`src/rtl/pellet_tracker.sv`:
```
// pellet_tracker: tracks eaten pellets, BCD score and round count from Pac-Man's position and lives.
// Latency: a hit sampled at edge N updates eaten/eat_pulse/score in cycle N+1; all outputs are registered.
// Backpressure: none; runs every cycle. space=0 pauses consumes, and HOLD/OVER ignore hits.
// Ports: clk/rst (sync, active-low); h_pac/v_pac Pac-Man top-left; life lives left; space run enable;
//        eaten pellet mask; eat_pulse consume strobe; score 4-digit BCD; round boards cleared; game_over.
module pellet_tracker #(
  parameter int PEL_X0      = 147,
  parameter int PEL_X1      = 478,
  parameter int PEL_Y0      = 50,
  parameter int PEL_Y1      = 141,
  parameter int PEL_Y2      = 304,
  parameter int PEL_Y3      = 395,
  parameter int PAC_SIZE    = 20,
  parameter int PEL_SIZE    = 15,
  parameter int HOLD_CYCLES = 25_000_000
) (
  input  logic        clk,
  input  logic        rst,
  input  logic [9:0]  h_pac,
  input  logic [9:0]  v_pac,
  input  logic [1:0]  life,
  input  logic        space,
  output logic [7:0]  eaten,
  output logic        eat_pulse,
  output logic [15:0] score,
  output logic [3:0]  round,
  output logic        game_over
);

  localparam logic [1:0] S_IDLE = 2'd0;
  localparam logic [1:0] S_PLAY = 2'd1;
  localparam logic [1:0] S_HOLD = 2'd2;
  localparam logic [1:0] S_OVER = 2'd3;

  localparam int CW = (HOLD_CYCLES > 1) ? $clog2(HOLD_CYCLES) : 1;
  localparam logic [CW-1:0] HOLD_LAST = CW'(HOLD_CYCLES - 1);

  // 12-bit compare space: coordinate plus sprite size never wraps.
  localparam logic [11:0] PEL_YS [4] = '{12'(PEL_Y0), 12'(PEL_Y1), 12'(PEL_Y2), 12'(PEL_Y3)};

  logic [1:0]    state_q, state_d;
  logic [7:0]    eaten_q, eaten_d;
  logic          eat_pulse_q, eat_pulse_d;
  logic [15:0]   score_q, score_d;
  logic [3:0]    round_q, round_d;
  logic          game_over_q, game_over_d;
  logic [CW-1:0] hold_cnt_q, hold_cnt_d;

  logic [7:0]    hit;
  logic [7:0]    cand;
  logic [7:0]    pick;

  // Add 10 points; anything at 9990 or above pins to 9999.
  function automatic logic [15:0] bcd_add10(input logic [15:0] s);
    logic [3:0] th, hu, te;
    th = s[15:12];
    hu = s[11:8];
    te = s[7:4];
    if (s[15:4] == 12'h999) begin
      return 16'h9999;
    end
    if (te == 4'd9) begin
      te = 4'd0;
      if (hu == 4'd9) begin
        hu = 4'd0;
        th = th + 4'd1;
      end else begin
        hu = hu + 4'd1;
      end
    end else begin
      te = te + 4'd1;
    end
    return {th, hu, te, s[3:0]};
  endfunction

  // Bounding-box overlap for each pellet; bits 0-3 left column, 4-7 right column.
  always_comb begin
    logic [11:0] hx, vy, px, py;
    hx  = {2'b00, h_pac};
    vy  = {2'b00, v_pac};
    hit = 8'h00;
    for (int i = 0; i < 8; i++) begin
      px = (i < 4) ? 12'(PEL_X0) : 12'(PEL_X1);
      py = PEL_YS[i % 4];
      hit[i] = (hx + 12'(PAC_SIZE - 1) >= px) && (hx <= px + 12'(PEL_SIZE - 1)) &&
               (vy + 12'(PAC_SIZE - 1) >= py) && (vy <= py + 12'(PEL_SIZE - 1));
    end
  end

  // Only uneaten pellets count; isolate the lowest set bit so one pellet goes per cycle.
  assign cand = hit & ~eaten_q;
  assign pick = cand & (~cand + 8'd1);

  always_comb begin
    state_d     = state_q;
    eaten_d     = eaten_q;
    eat_pulse_d = 1'b0;
    score_d     = score_q;
    round_d     = round_q;
    hold_cnt_d  = hold_cnt_q;
    case (state_q)
      S_IDLE: begin
        if (space) begin
          state_d = S_PLAY;
        end
      end
      S_PLAY: begin
        // Game over wins over a same-cycle consume.
        if (life == 2'd0) begin
          state_d = S_OVER;
        end else if (space && (pick != 8'h00)) begin
          eaten_d     = eaten_q | pick;
          eat_pulse_d = 1'b1;
          score_d     = bcd_add10(score_q);
          if ((eaten_q | pick) == 8'hFF) begin
            state_d    = S_HOLD;
            hold_cnt_d = '0;
          end
        end
      end
      S_HOLD: begin
        // Counter value k is seen on the (k+1)th edge after entry, so the
        // full board stays visible for exactly HOLD_CYCLES cycles.
        if (hold_cnt_q == HOLD_LAST) begin
          state_d    = S_PLAY;
          eaten_d    = 8'h00;
          round_d    = round_q + 4'd1;
          hold_cnt_d = '0;
        end else begin
          hold_cnt_d = hold_cnt_q + 1'b1;
        end
      end
      default: begin
        state_d = S_OVER;
      end
    endcase
    game_over_d = (state_d == S_OVER);
  end

  always_ff @(posedge clk) begin
    if (!rst) begin
      state_q     <= S_IDLE;
      eaten_q     <= 8'h00;
      eat_pulse_q <= 1'b0;
      score_q     <= 16'h0000;
      round_q     <= 4'd0;
      game_over_q <= 1'b0;
      hold_cnt_q  <= '0;
    end else begin
      state_q     <= state_d;
      eaten_q     <= eaten_d;
      eat_pulse_q <= eat_pulse_d;
      score_q     <= score_d;
      round_q     <= round_d;
      game_over_q <= game_over_d;
      hold_cnt_q  <= hold_cnt_d;
    end
  end

  assign eaten     = eaten_q;
  assign eat_pulse = eat_pulse_q;
  assign score     = score_q;
  assign round     = round_q;
  assign game_over = game_over_q;

endmodule

```
`config.mk`:
```
export PLATFORM = sky130hd
export DESIGN_NAME = pellet_tracker
export DESIGN_NICKNAME = d
export VERILOG_FILES = /design/src/rtl/pellet_tracker.sv
export SDC_FILE = /design/constraint.sdc
export NUM_CORES = 1
export LEC_CHECK = 0
export ABC_AREA = 1
export ABC_CLOCK_PERIOD_IN_PS = 3900
export CAP_MARGIN = 10
export CORE_MARGIN = 2
export CORE_UTILIZATION = 50
export DETAILED_ROUTE_END_ITERATION = 8
export PLACE_DENSITY = 0.73
export SLEW_MARGIN = 10
export SYNTH_ARGS = -nofsm -noshare
export SYNTH_HDL_FRONTEND = slang
export SYNTH_SLANG_ARGS = --single-unit
export TNS_END_PERCENT = 50
```
`constraint.sdc`:
```
create_clock -name clk -period 3.9 [get_ports clk]
set_clock_uncertainty 0.2 [all_clocks]
set_input_delay 1.17 -clock clk [delete_from_list [all_inputs] [get_ports clk]]
set_output_delay 1.17 -clock clk [all_outputs]
set_load 0.02 [all_outputs]
```
==> results.md <==
- Synth-to-layout area growth: 28.8%
- Vias: 4,991
- Largest net degree at the start of global routing: 22
- Mean post-synth cell area: 6.48 sq um
- Chip height: 100 microns
- DPL Wire Length: 9.34 mm
- Predominant post-synthesis flop cell: dfxtp_1
- Max-Cap Viols: 0
- Sequential-to-total area share from yosys stat: 23.3%
- Final Max Slew Viols: 0
- RD Place Congestion: 0.934
- Beginning of the critical path: h_pac[7]
- Hold Crit Start: score[0]
- Number of global-route vias before repair: 4,735
- Core area: 9110 sq um
- Switching part of the total: 30.0%
- Slew @ Worst Pin: 695 ps
- Min Clock Period, post-route: 3730 ps
- Num CTS Buffers: 5
- Clock insertion delay at the later pin of the skew report: 330 ps
- Clk sink count: 54
- Setup crit start kind: primary input
- Synth Instances: 716
- Max Clock Freq: 268 MHz
- Final Total Pwr: 1260 uW
- Drt drc: 0
- H-Tree Depth: 2
- Wire length of the first global-routing pass: 20.6 mm
- Port Buf Inserts: 52
- Worst Path Required: 3890 ps
- Post-synth top cells: nand2_1, inv_1, nor2_1
- Worst Hold Class: flip-flop to flip-flop
- Gr usage total: 24.4%
- Crit-path max FO: 6
- #FFs+latches synth: 54
- Clock-pin slew on the worst setup and hold paths: 110 ps
- Synth top area cells: dfxtp_1, nand2_1, inv_1, nand3_1, nand3_2
- Status: complete, no violations
- Final-report setup violation count: 0
- DIE AREA: 10,100 sq um
- Synthesized area: 4640 sq um
- Crit Path Class: primary input to flip-flop
- P_int: 886 uW
- Crit path capture type: flip-flop
- Net Sw Power: 379 uW
- CTS tree: done
- Post-synth top area cell: dfxtp_1
- Gr ovfl total: 0
- IO Pins: 55
- Root Buffer: clkbuf_8
- Antenna violations before repair: 0
- Inst Count DP: 920
- Post-synth top area share: 23.3%
- Combinational fraction of design power: 22.9%
- Overall die width: 100 microns
- Final Cell Area: 5980 sq um
- Final non-filler cell total: 937
- Number of nets in the layout: 868
- Longest Clk Path Bufs: 2
- Post-synth EDFFs: 0
- YS warnings: 0
- Total Wirelength: 12.2 mm
- Flop pwr share: 44.0%
- Routed Antenna Nets: 0
- # rows: 35
- Reg2reg start: hold_cnt_q[0]
- Fin worst setup slack: 168 ps
- # diodes: 0
- Initial DRC count: 199
- Power Density: 211 nW/um^2
- VDD IR max: 142 uV
- Worst slew margin: 53.6%
- Crit path DAT: 3720 ps
- DR WL/cell: 13.0 microns
- Distinct cells, synth: 52
- Initial Util: 51.0%
- Most numerous cell in the Yosys netlist: nand2_1
- Clock share of power: 33.1%
- Asr flop ratio synth: 0%
- Final period util: 95.7%
- Share of layout cells above drive strength 1: 25.4%
- Post-Place Cell Area: 5650 sq um
- Hold Fails Final Rpt: 0
- 1st-pass router iterations: 5
- Post-layout util: 65.7%
- DR vias/cell: 5.33
- Post-Place Setup Slack: -325 ps
- Leak Pwr: 0.00264 uW
==> cells by family (layout without fill, tap and decap cells) <==
logic type,Yosys count,after routing,share of synthesized area [%]
xor+xnor,3,3,0.566
fa+ha+maj,18,18,4.85
compound gates,100,100,14.6
buf+inv,120,229,10.9
simple gates,420,420,45.7
flops,54,54,23.3
other cells,1,2,0.0808
==> power by group through the flow <==
| stage | Sequential [uW] | Clock [uW] | Combinational (uW) |
|---|---|---|---|
| final | 557 | 418 | 290 |
| after global routing | 558 | 445 | 321 |
| after CTS | 557 | 420 | 273 |
| after global placement | 569 | 0 | 263 |
| after floorplan | 570 | 0 | 163 |
| after detailed placement | 570 | 0 | 269 |
==> registers in the layout (all words and copies together), names as in the netlist <==
register / flops
state_q: 2
hold_cnt_q: 25
round: 4
eat_pulse: 1
game_over: 1
eaten: 8
score: 13
==> metrics by stage <==
step,setup TNS (ps),hold slack [ps]
finish,0,274
global route,-43.6,303
CTS,0,275
detailed placement,-12860,260
global placement,-7770,256
floorplan,0,258
==> worst max-delay path: stages <==
cell and delay [ps]:
clkdlybuf4s50_1 510, inv_1 90, nor3_2 200, nand2_1 120, nor2_1 110, nor2_1 50, nor2_1 90, buf_4 140
a21oi_4 50, buf_4 160, nand3_1 90, nand4_1 100, nand2_1 90, nand2_1 90, nor2_4 130, nand4_4 200
buf_12 220, nand3_2 50, a21oi_1 60
==> cell type report <==
type	count	area, sq um
fillers	787	3130
clock inverters	2	38.8
flip-flops and latches	54	1080
multi-input cells	543	3160
repair buffers	120	1100
clock buffers	6	82.6
well taps	111	139
inverters	101	382
==> layer usage <==
metal	track usage [%]	part of all wire, %
met5	0	0
met4	6.43	1.9
met3	2.99	3.1
met2	44.8	51
met1	30.0	44
==> cells in the final DEF (no fill, tap or decap), drive strengths merged, types with 3 or more instances in the layout <==
cell	count
nand3b	3
ha	18
inv	101
dfxtp	54
o21ai	23
dlymetal6s2s	11
nand2	201
o211ai	4
a21oi	51
nor3	13
or2	4
nor2	85
buf	68
nand3	88
o31ai	11
nand4	21
clkdlybuf4s50	40
clkbuf	6
==> worst paths after layout <==
check,end,cells after the start,slack [ps]
setup / recovery,hold_cnt_q[1],19,170
hold / removal,score[0],2,270
setup reg to reg,hold_cnt_q[22],17,1040
hold reg to reg,score[0],2,270
==> repair_timing <==
item,CTS,global route
endpoints found under the setup margin,2,50
cloned,1,0
hold buffers,0,0
pin swaps,6,21
buffers inserted,2,6
gates resized for setup,9,35
Note: power is estimated with default switching activity, not from simulation.
